--- config.mk ---
export PLATFORM = sky130hd
export DESIGN_NAME = fetch_queue
export DESIGN_NICKNAME = d
export VERILOG_FILES = /design/src/rtl/fetch_queue.sv
export SDC_FILE = /design/constraint.sdc
export NUM_CORES = 1
export LEC_CHECK = 0
export ABC_AREA = 1
export BUFFER_PORTS_ARGS = -buffer_cell sky130_fd_sc_hd__buf_4
export CORE_MARGIN = 5
export CORE_UTILIZATION = 30
export CTS_BUF_LIST = sky130_fd_sc_hd__clkbuf_8
export DETAILED_ROUTE_END_ITERATION = 8
export HOLD_SLACK_MARGIN = 0.15
export PLACE_DENSITY = 0.48
export SYNTH_ARGS = -nofsm -noshare
export SYNTH_HDL_FRONTEND = slang
export SYNTH_SLANG_ARGS = --single-unit
--- constraint.sdc ---
create_clock -name clk -period 7.7 [get_ports clk]
set_input_delay 2.31 -clock clk [delete_from_list [all_inputs] [get_ports clk]]
set_output_delay 2.31 -clock clk [all_outputs]
set_load 0.01 [all_outputs]
--- src/rtl/fetch_queue.sv ---
// rtl/fetch_queue.sv - prefetching fetch stage: credit-limited in-order requests, prefetch queue, one-cycle redirect
// Optional FETCH_PERF_EN adds perf_fetched/perf_bubble/perf_dropped event counters.
module fetch_queue #(
    parameter int              WORD      = 32,
    parameter int              DEPTH     = 4,
    parameter int              MAX_OUTST = 2,
    parameter logic [WORD-1:0] RESET_PC  = '0
) (
    input  logic            clk,
    input  logic            reset,
    output logic            imem_req,
    output logic [WORD-1:0] imem_addr,
    input  logic            imem_gnt,
    input  logic            imem_rvalid,
    input  logic [WORD-1:0] imem_rdata,
    input  logic            redirect,
    input  logic [WORD-1:0] redirect_pc,
    input  logic            stallD,
    output logic            validD,
    output logic [WORD-1:0] pcD,
    output logic [WORD-1:0] instrD
`ifdef FETCH_PERF_EN
    ,
    output logic [31:0]     perf_fetched,
    output logic [31:0]     perf_bubble,
    output logic [31:0]     perf_dropped
`endif
);
    localparam int OW  = $clog2(MAX_OUTST + 1);
    localparam int PW  = $clog2(DEPTH) + 1;
    localparam int PPW = (MAX_OUTST > 1) ? $clog2(MAX_OUTST) : 1;

    logic [WORD-1:0] r_fetch_pc;
    logic [OW-1:0]   r_outst;
    logic [OW-1:0]   r_drop;
    logic [PW-1:0]   r_wr_ptr;
    logic [PW-1:0]   r_rd_ptr;
    logic [WORD-1:0] r_q_pc    [DEPTH];
    logic [WORD-1:0] r_q_instr [DEPTH];
    logic [WORD-1:0] r_pp_pc   [MAX_OUTST];
    logic [PPW-1:0]  r_pp_wr;
    logic [PPW-1:0]  r_pp_rd;

    logic [PW-1:0]   w_count;
    logic [PW:0]     w_used;
    logic [PW-2:0]   w_wr_idx;
    logic [PW-2:0]   w_rd_idx;
    logic            w_grant;
    logic            w_resp;
    logic            w_discard;
    logic            w_enq;
    logic            w_deq;
    logic [OW-1:0]   w_outst_next;
    logic            w_unused;

    function automatic logic [PPW-1:0] pp_inc(input logic [PPW-1:0] p);
        return (p == PPW'(MAX_OUTST - 1)) ? '0 : p + PPW'(1);
    endfunction

    assign w_unused  = &{1'b0, redirect_pc[1:0]};
    assign w_count   = r_wr_ptr - r_rd_ptr;
    assign w_wr_idx  = r_wr_ptr[PW-2:0];
    assign w_rd_idx  = r_rd_ptr[PW-2:0];
    // Credits cover both queued and in-flight entries, so a response always finds room.
    assign w_used    = {1'b0, w_count} + (PW+1)'(r_outst);
    assign imem_req  = !reset && !redirect && (w_used < (PW+1)'(DEPTH)) && (r_outst < OW'(MAX_OUTST));
    assign imem_addr = r_fetch_pc;
    assign w_grant   = imem_req && imem_gnt;
    assign w_resp    = imem_rvalid && (r_outst != '0);
    assign w_discard = w_resp && (redirect || (r_drop != '0));
    assign w_enq     = w_resp && !w_discard;
    assign validD    = (w_count != '0);
    assign w_deq     = validD && !stallD && !redirect;
    assign pcD       = validD ? r_q_pc[w_rd_idx]    : '0;
    assign instrD    = validD ? r_q_instr[w_rd_idx] : '0;

    always_comb begin
        w_outst_next = r_outst;
        if (w_grant && !w_resp)
            w_outst_next = r_outst + OW'(1);
        else if (!w_grant && w_resp)
            w_outst_next = r_outst - OW'(1);
    end

    always_ff @(posedge clk) begin
        if (reset) begin
            r_fetch_pc <= RESET_PC;
            r_outst    <= '0;
            r_drop     <= '0;
            r_wr_ptr   <= '0;
            r_rd_ptr   <= '0;
            r_pp_wr    <= '0;
            r_pp_rd    <= '0;
        end else begin
            r_outst <= w_outst_next;
            if (redirect)
                r_fetch_pc <= {redirect_pc[WORD-1:2], 2'b00};
            else if (w_grant)
                r_fetch_pc <= r_fetch_pc + WORD'(4);
            // Everything still in flight after this cycle belongs to the old stream.
            if (redirect)
                r_drop <= w_outst_next;
            else if (w_resp && (r_drop != '0))
                r_drop <= r_drop - OW'(1);
            if (w_grant)
                r_pp_wr <= pp_inc(r_pp_wr);
            if (w_resp)
                r_pp_rd <= pp_inc(r_pp_rd);
            if (redirect) begin
                r_rd_ptr <= r_wr_ptr;
            end else begin
                if (w_enq)
                    r_wr_ptr <= r_wr_ptr + PW'(1);
                if (w_deq)
                    r_rd_ptr <= r_rd_ptr + PW'(1);
            end
        end
    end

    always_ff @(posedge clk) begin
        if (w_grant)
            r_pp_pc[r_pp_wr] <= r_fetch_pc;
        if (w_enq) begin
            r_q_pc[w_wr_idx]    <= r_pp_pc[r_pp_rd];
            r_q_instr[w_wr_idx] <= imem_rdata;
        end
    end

`ifdef FETCH_PERF_EN
    logic [31:0] r_perf_fetched;
    logic [31:0] r_perf_bubble;
    logic [31:0] r_perf_dropped;

    always_ff @(posedge clk) begin
        if (reset) begin
            r_perf_fetched <= '0;
            r_perf_bubble  <= '0;
            r_perf_dropped <= '0;
        end else begin
            if (w_deq)
                r_perf_fetched <= r_perf_fetched + 32'd1;
            if (!validD && !stallD)
                r_perf_bubble <= r_perf_bubble + 32'd1;
            if (w_discard)
                r_perf_dropped <= r_perf_dropped + 32'd1;
        end
    end

    assign perf_fetched = r_perf_fetched;
    assign perf_bubble  = r_perf_bubble;
    assign perf_dropped = r_perf_dropped;
`endif
endmodule

==> metrics.csv, run 1 <==
metric;value;unit
Post-synth EDFFs;308;
area of the multi-input gates;3920;um2
fin nets;1551;
CTS-repair resized insts;0;
die area;53900;um2
async set-reset flop share out of synthesis;0;
top-area cell type share of the netlist area;0.625;
Total GRT Usage;0.136;
worst path arrival time;3350;ps
post-CTS setup buffer count;0;
Port Buffers;161;
# rows;81;
largest net degree at the start of global routing;93;
commonest non-fill, non-tap cell in the layout;edfxtp_1;
Fill cells;4919;
Ys Warns;0;
core area;48800;um2
final hold violations;0;
first-pass GRT wire length;56900;um
Fmax achieved;0.177;GHz
skew final;40.1;ps
register area share after synthesis;0.686;
hold_buf cts;0;
Avg WL per Cell;17.1;um
max_slew headroom;0.307;
Crit. End Element;output port;
TritonCTS sink count;353;
Least-Margin Pin Slew;1040;ps
synth unique cells;36;
Hold/Removal Path Class;flip-flop to flip-flop;
clk root buf;clkbuf_8;
most frequent cells in the layout;edfxtp_1, nor2_1, nand2_1;
Iteration-0 DRC Markers;711;
top post-synthesis cells by area;edfxtp_1, nor2_1, dfxtp_1;
Yosys top cell by area;edfxtp_1;
htree depth;2;
crit-path max FO;36;
GR Overflow Total;0;
CTS clk-pin slew, worst paths;60;ps
Required @ worst endpoint;5390;ps
Detailed Place HPWL;22200;um
Final setup viols;0;
die height;232;um
pwr/cell area;265;nW/um2
Setup crit start kind;flip-flop;
DR vias/cell;4.53;
Post-DRT Antenna Nets;0;
Reg area;10200;um2
Design Area, Final;17800;um2
top_reg_cell synth;edfxtp_1;
Initial Util;0.303;
number of max-cap violations;0;
number of diodes;0;
cell area after synthesis;14800;um2
Area Overhead vs Synth;20.1;%
die width;232;um
Max VDD drop;110;uV
initial antenna violation count;0;
layout cell share with drive strength beyond 1;0.195;
via count;9886;
Final period util;0.734;
Leakage;6.80;nW
fin util;0.364;
status;complete, no violations;
clock tree buffer depth;3;
Placement Cell Area;16700;um2
register bit total from synthesis;353;
drt first pass iters;5;
Top Ports;168;
Clock Latency Late Sink;650;ps
Tmin final;5660;ps
CTS buffer count;59;
vias in the first global route;9851;
syn_area_per_cell;11.4;um2
drt total wl;37200;um
cells after synthesis;1300;
Setup CP Type;flip-flop to output port;
RSZ-0062 raised after global routing;false;
TritonCTS clock tree;yes;
total negative slack;0;ps
Final Wtd Congestion;0.816;
max-slew violations;0;
DRC errors left;0;
-- metal layers --
layer | track usage | wire [um] | up-vias | share of wire
li1 | - | - | 4814 | -
met1 | 0.186 | 17300 | 4740 | 0.47
met2 | 0.214 | 17000 | 271 | 0.46
met3 | 0.0341 | 2090 | 61 | 0.056
met4 | 0.0412 | 845 | 0 | 0.023
met5 | 0 | 0 | - | 0
-- Yosys cell counts, types with 2 or more instances --
cell,n
inv_2,3
clkbuf_1,28
buf_6,3
inv_1,119
a31oi_1,5
nand2_2,3
nand2_1,213
nor3_1,5
edfxtp_1,308
o32ai_1,62
ha_1,10
nor2_2,2
nand2_4,2
xnor2_1,5
nor2_4,2
nor2_1,251
o21ai_0,81
xor2_1,19
dfxtp_1,45
buf_2,14
buf_1,16
a21oi_1,22
buf_4,6
nand3_1,35
mux2_2,30
-- final cells by class --
class,count,area share
Clock inverter,45,0.0132
Sequential cell,353,0.572
Tap cell,664,0.0467
Multi-Input combinational cell,761,0.221
Clock buffer,63,0.0488
Inverter,122,0.0259
Timing Repair Buffer,173,0.0731
-- path summary, 6_finish.rpt --
check / depth (start not counted) / to / start / slack, ps
hold reg to reg: 2 / flip-flop / r_pp_rd / 510
setup / recovery: 11 / pcD[19] / r_wr_ptr[0] / 2040
setup reg to reg: 7 / r_q_pc[3][24] / r_outst[1] / 4600
hold / removal: 2 / flip-flop / r_pp_rd / 510
-- critical path, stage by stage (launching register included) --
cell and delay, ps:
dfxtp_1 340, inv_1 160, ha_1 170, inv_1 40, fa_1 370, nand2_1 90, nand2_2 100, nand2_2 560
buf_4 510, nand2_1 120, inv_1 80, buf_4 110
-- where the power goes --
part | internal [mW] | switching [mW] | total (mW)
sequential | 2.17 | 0.0825 | 2.25
combinational | 0.372 | 0.525 | 0.897
clock | 0.817 | 0.742 | 1.56
total | 3.36 | 1.35 | 4.71
-- metrics by stage --
step,total power [mW],std cells,hold slack (ps),worst slack (ps)
floorplan,2.78,1303,459,1580
global placement,3.21,2073,489,2200
detailed placement,3.21,2073,500,2190
CTS,4.81,2181,513,1930
global route,4.98,2181,545,1680
finish,4.71,2181,507,2040
-- sequential cells by signal, indices dropped and copies added, names as in the netlist, named ones only --
register   cells
r_q_instr    128
r_q_pc       120
r_pp_pc       60
imem_addr     30
r_rd_ptr       3
r_wr_ptr       3
r_drop         2
r_outst        2
r_pp_rd        1
r_pp_wr        1
-- kinds of logic (layout without fill, tap and decap cells) --
logic type	Yosys count	count (layout)	share of synthesized area
AND/OR/NAND/NOR	518	518	0.139
flip-flops	353	353	0.686
buffers and inverters	189	403	0.0522
AO/OA/AOI/OAI	174	174	0.0755
multiplexers	30	30	0.0228
XOR/XNOR	24	24	0.0142
adder cells (fa/ha/maj)	11	11	0.00981
other	1	4	0.000253
Power figures use the tool's default switching activity.
==> inputs of run 2 (changes only) <==
--- a/config.mk
+++ b/config.mk
@@ -12,7 +12,7 @@
 export CTS_BUF_LIST = sky130_fd_sc_hd__clkbuf_8
 export DETAILED_ROUTE_END_ITERATION = 8
 export HOLD_SLACK_MARGIN = 0.15
-export PLACE_DENSITY = 0.48
+export PLACE_DENSITY = 0.49
 export SYNTH_ARGS = -nofsm -noshare
 export SYNTH_HDL_FRONTEND = slang
 export SYNTH_SLANG_ARGS = --single-unit
==> constraint.sdc (replaced) <==
create_clock -name clk -period 5.09 [get_ports clk]
set_input_delay 1.527 -clock clk [delete_from_list [all_inputs] [get_ports clk]]
set_output_delay 1.527 -clock clk [all_outputs]
set_load 0.01 [all_outputs]
==> run 2 against run 1 <==
Compared with the run above:
- cell count increased by 0.14%
- flip-flop and latch count unchanged
- via count decreased by 0.45%
- worst setup slack got worse by 1600 ps
- sequential power increased by 51%
- sequential share of layout area decreased by 0.21 points
- die area unchanged
- critical endpoint is now pcD[15]
- largest power group unchanged
==> metrics.csv, run 2 (same netlist as run 1, synthesis figures left out) <==
metric;value;unit
Tmin final;4630;ps
number of max-cap violations;0;
status;complete, no violations;
crit-path max FO;39;
htree depth;2;
total power;7.09;mW
Hold/Removal Path Class;flip-flop to flip-flop;
R2R Path End;r_pp_pc[0][30];
Regs by FF count;r_q_instr: 128 flops, r_q_pc: 120 flops, r_pp_pc: 60 flops;
final hold violations;0;
hold_buf cts;0;
Crit. End Element;output port;
Iteration-0 DRC Markers;443;
commonest non-fill, non-tap cell in the layout;edfxtp_1;
TritonCTS clock tree;yes;
vias in the first global route;9824;
Final setup viols;0;
Final Wtd Congestion;0.827;
Fmax achieved;0.216;GHz
Avg WL per Cell;16.6;um
skew final;32.7;ps
Top Ports;168;
drt total wl;36400;um
CTS buffer count;60;
CTS clk-pin slew, worst paths;60;ps
Required @ worst endpoint;3560;ps
via count;9842;
total negative slack;0;ps
hold worst-path end;r_pp_rd;
Reg power frac;0.480;
Clock Latency Late Sink;620;ps
Fill cells;4884;
Detailed Place HPWL;21900;um
layout cell share with drive strength beyond 1;0.196;
fin nets;1552;
reg2reg setup slack;2210;ps
Hold Crit Depth;2;
clock share of power;0.326;
pwr/cell area;398;nW/um2
Setup CP Type;flip-flop to output port;
Net Sw Frac;0.285;
Final period util;0.910;
Biggest register;r_q_instr;
# rows;81;
Setup crit start kind;flip-flop;
Port Buffers;161;
post-CTS setup buffer count;0;
max_slew headroom;0.449;
first-pass GRT wire length;56300;um
DR vias/cell;4.51;
hold path start;r_pp_rd;
Leakage;6.83;nW
initial antenna violation count;1;
CTS-repair resized insts;0;
die width;232;um
drt first pass iters;5;
max reg flops;128;
Total GRT Usage;0.133;
DRC errors left;0;
internal power;5.07;mW
largest net degree at the start of global routing;68;
Initial Util;0.303;
core area;48800;um2
die area;53900;um2
Post-DRT Antenna Nets;0;
Psw;2.02;mW
max-slew violations;0;
Area Overhead vs Synth;20.5;%
Max VDD drop;160;uV
RSZ-0062 raised after global routing;false;
fin util;0.365;
Combinational Power Share;0.194;
Least-Margin Pin Slew;826;ps
Critical R2R Launch;r_wr_ptr[0];
worst path arrival time;3110;ps
most frequent cells in the layout;edfxtp_1, nor2_1, nand2_1;
TritonCTS sink count;353;
clock tree buffer depth;3;
R2R cell count;11;
GR Overflow Total;0;
clk root buf;clkbuf_8;
die height;232;um
[run 2: changes by cell type in the layout (fill, tap and decap cells not counted)]
cell	before	now
buf_12	0	6
buf_4	173	167
clkinv_2	4	7
inv_1	138	141
clkbuf_8	63	61
clkinv_1	19	17
clkinvlp_4	0	1
diode_2	0	1
inv_8	1	0
[run 2: worst max-delay path by stage]
stage	startpoint	endpoint	slack, ps	cells past startpoint
6_report	r_wr_ptr[0]	pcD[15]	460	12
5_1_grt	r_wr_ptr[0]	pcD[27]	150	12
4_1_cts	r_wr_ptr[0]	pcD[15]	340	12
3_5_place_dp	r_wr_ptr[0]	pcD[15]	1060	12
3_3_place_gp	r_wr_ptr[0]	instrD[10]	1060	12
2_1_floorplan	imem_rvalid	r_q_instr[0][0]	-200	6
[run 2: layout make-up]
| class | count | area (um2) | area share |
|---|---|---|---|
| Sequential cell | 353 | 10200 | 0.570 |
| Antenna cell | 1 | 2.50 | 0.000140 |
| Timing Repair Buffer | 173 | 1370 | 0.0770 |
| Inverter | 122 | 460 | 0.0258 |
| Tap cell | 664 | 831 | 0.0466 |
| Multi-Input combinational cell | 761 | 3920 | 0.220 |
| Clock buffer | 61 | 840 | 0.0471 |
| Clock inverter | 49 | 249 | 0.0140 |
[run 2: worst max-delay path, stage by stage (launching register included)]
cell and delay (ps):
dfxtp_1 330, inv_1 150, ha_1 170, inv_1 50
fa_1 370, inv_1 60, nand3_1 80, nand2_2 140
nand2_2 440, buf_12 360, nand2_1 100, inv_1 40
buf_4 130
[run 2: metrics by stage]
stage          hold slack (ps)  cell area, um2  setup WS, ps  std cells
6_report                   509           17800           457       2184
5_1_grt                    552           17800           148       2184
2_1_floorplan              459           14800          -196       1303
3_5_place_dp               507           16700          1060       2073
4_1_cts                    521           17800           342       2183
3_3_place_gp               492           16700          1060       2073
[run 2: metal layers]
metal | vias to the layer above | track usage | part of all wire
met1 | 4734 | 0.184 | 0.47
met4 | 0 | 0.0395 | 0.022
met3 | 56 | 0.0291 | 0.050
li1 | 4816 | - | -
met2 | 236 | 0.211 | 0.46
met5 | - | 0 | 0
[run 2: power by group through the flow]
stage / Sequential [mW] / Clock [mW] / Combinational [mW]
after detailed placement: 3.47 / 0 / 1.41
after CTS: 3.41 / 2.42 / 1.42
after global placement: 3.47 / 0 / 1.41
final: 3.40 / 2.31 / 1.38
after floorplan: 3.39 / 0 / 0.816
after global routing: 3.42 / 2.54 / 1.55
==> inputs of run 3 (changes only) <==
--- a/config.mk
+++ b/config.mk
@@ -12,7 +12,9 @@
 export CTS_BUF_LIST = sky130_fd_sc_hd__clkbuf_8
 export DETAILED_ROUTE_END_ITERATION = 8
 export HOLD_SLACK_MARGIN = 0.15
-export PLACE_DENSITY = 0.49
+export MAX_ROUTING_LAYER = met4
+export PLACE_DENSITY = 0.57
+export SLEW_MARGIN = 5
 export SYNTH_ARGS = -nofsm -noshare
 export SYNTH_HDL_FRONTEND = slang
 export SYNTH_SLANG_ARGS = --single-unit
==> run 3 against run 2 <==
Compared with the run above:
- clock-buffer cell count is 6 higher
- sequential power barely moved
- power increased by 2.1%
- routed wire length is 1.7% lower
- combinational power about the same
- core utilization grew 0.23 points
- clock power rose by 6%
- critical endpoint is now pcD[18]
- sequential share of layout area fell by 0.36 points
==> metrics.csv, run 3 (same netlist as run 1, synthesis figures left out) <==
metric;value;unit
largest net degree at the start of global routing;65;
max_slew headroom;0.426;
Final period util;0.904;
Detailed Place HPWL;22200;um
post-CTS setup buffer count;0;
Tmin final;4600;ps
CTS clk-pin slew, worst paths;60;ps
clock tree buffer depth;3;
die width;232;um
Regs by FF count;r_q_instr: 128 flops, r_q_pc: 120 flops, r_pp_pc: 60 flops;
htree depth;2;
Least-Margin Pin Slew;860;ps
CTS-repair resized insts;0;
TritonCTS sink count;353;
Clock Latency Late Sink;630;ps
Total GRT Usage;0.133;
Post-Place Cells;2077;
Max VDD drop;221;uV
Top Ports;168;
DRC errors left;0;
Post-DRT Antenna Nets;0;
max reg flops;128;
Final setup viols;0;
layout cell share with drive strength beyond 1;0.209;
slowest cell on the critical path;buf_4;
clk root buf;clkbuf_8;
RSZ-0062 raised after global routing;false;
R2R cell count;14;
skew final;21.2;ps
Required @ worst endpoint;3560;ps
most frequent CP cell;inv_1;
area of the multi-input gates;3920;um2
most frequent cells in the layout;edfxtp_1, nor2_1, nand2_1;
number of max-cap violations;0;
Area Overhead vs Synth;21.3;%
TritonCTS clock tree;yes;
max-slew violations;0;
R2R Path End;r_drop[1];
drt first pass iters;4;
first-pass GRT wire length;55200;um
Buf/Inv on CP;5;
# rows;81;
initial antenna violation count;0;
end point of the critical path;pcD[18];
DR vias/cell;4.54;
Fmax achieved;0.217;GHz
Setup CP Type;flip-flop to output port;
worst path arrival time;3080;ps
Crit. End Element;output port;
die area;53900;um2
fin nets;1555;
fin util;0.367;
Hold Crit Depth;0;
Port Buffers;161;
drt total wl;35700;um
CTS buffer count;59;
CP top delay family;buffers and inverters;
number of diodes;0;
GR Overflow Total;0;
hold path start;imem_addr[31];
Final Wtd Congestion;0.831;
crit path from;r_wr_ptr[0];
via count;9918;
CP max stage delay;650;ps
final hold violations;0;
commonest non-fill, non-tap cell in the layout;edfxtp_1;
Leakage;6.85;nW
die height;232;um
hold_buf cts;0;
crit-path max FO;63;
Non-Filler Instances;2184;
Hold/Removal Path Class;flip-flop to flip-flop;
Levels on crit path;11;
pwr/cell area;403;nW/um2
Iteration-0 DRC Markers;520;
Setup crit start kind;flip-flop;
vias in the first global route;9847;
status;complete, no violations;
reg2reg setup slack;2140;ps
total power;7.24;mW
Reg area;10200;um2
Avg WL per Cell;16.4;um
core area;48800;um2
Initial Util;0.303;
CP Cell Sequence;inv_1, ha_1, inv_1, fa_1, nand2_1, nand2_2, nand2_2, buf_4, nand2_1, inv_1, buf_4;
total negative slack;0;ps
Critical R2R Launch;r_wr_ptr[0];
Biggest register;r_q_instr;
Fill cells;4866;
run 3: cell count changes in the layout (fill, tap and decap cells not counted), moves of 2 or more:
cell and change:
clkbuf_8 +6, clkinvlp_4 +2, inv_1 -14, clkinv_1 -6, clkinv_2 +8, buf_4 +3
run 3: metrics by stage:
step / instance area, um2 / hold WS, ps / setup WS (ps)
floorplan: 14800 / 459 / -196
global placement: 16800 / 481 / 1100
detailed placement: 16800 / 492 / 1060
CTS: 17900 / 507 / 344
global route: 17900 / 527 / 228
finish: 17900 / 501 / 487
run 3: report_power, final:
part           internal, mW  switching, mW
Combinational         0.575          0.834
Clock                  1.31           1.14
Sequential             3.28         0.0973
Total                  5.17           2.07
run 3: how the worst min path moves through the flow:
stage                endpoint  slack, ps
2_1_floorplan         r_pp_wr        460
3_3_place_gp   r_pp_pc[1][31]        480
3_5_place_dp   r_pp_pc[0][31]        490
4_1_cts        r_pp_pc[0][31]        510
5_1_grt        r_pp_pc[0][31]        530
6_report       r_pp_pc[0][31]        500
run 3: layer usage:
| layer | part of all wire | GRT usage | routed length (um) | vias up |
|---|---|---|---|---|
| met3 | 0.055 | 0.0263 | 1950 | 56 |
| met2 | 0.46 | 0.207 | 16400 | 262 |
| met1 | 0.47 | 0.178 | 16700 | 4783 |
| li1 | - | - | - | 4817 |
| met4 | 0.020 | 0.0419 | 706 | 0 |
| met5 | 0 | - | 0 | - |
run 3: area by class of cell:
class | count | share of cell area
Clock inverter | 40 | 0.0134
Clock buffer | 67 | 0.0514
Tap cell | 664 | 0.0463
Inverter | 122 | 0.0257
Sequential cell | 353 | 0.566
Multi-Input combinational cell | 761 | 0.219
Timing Repair Buffer | 177 | 0.0789
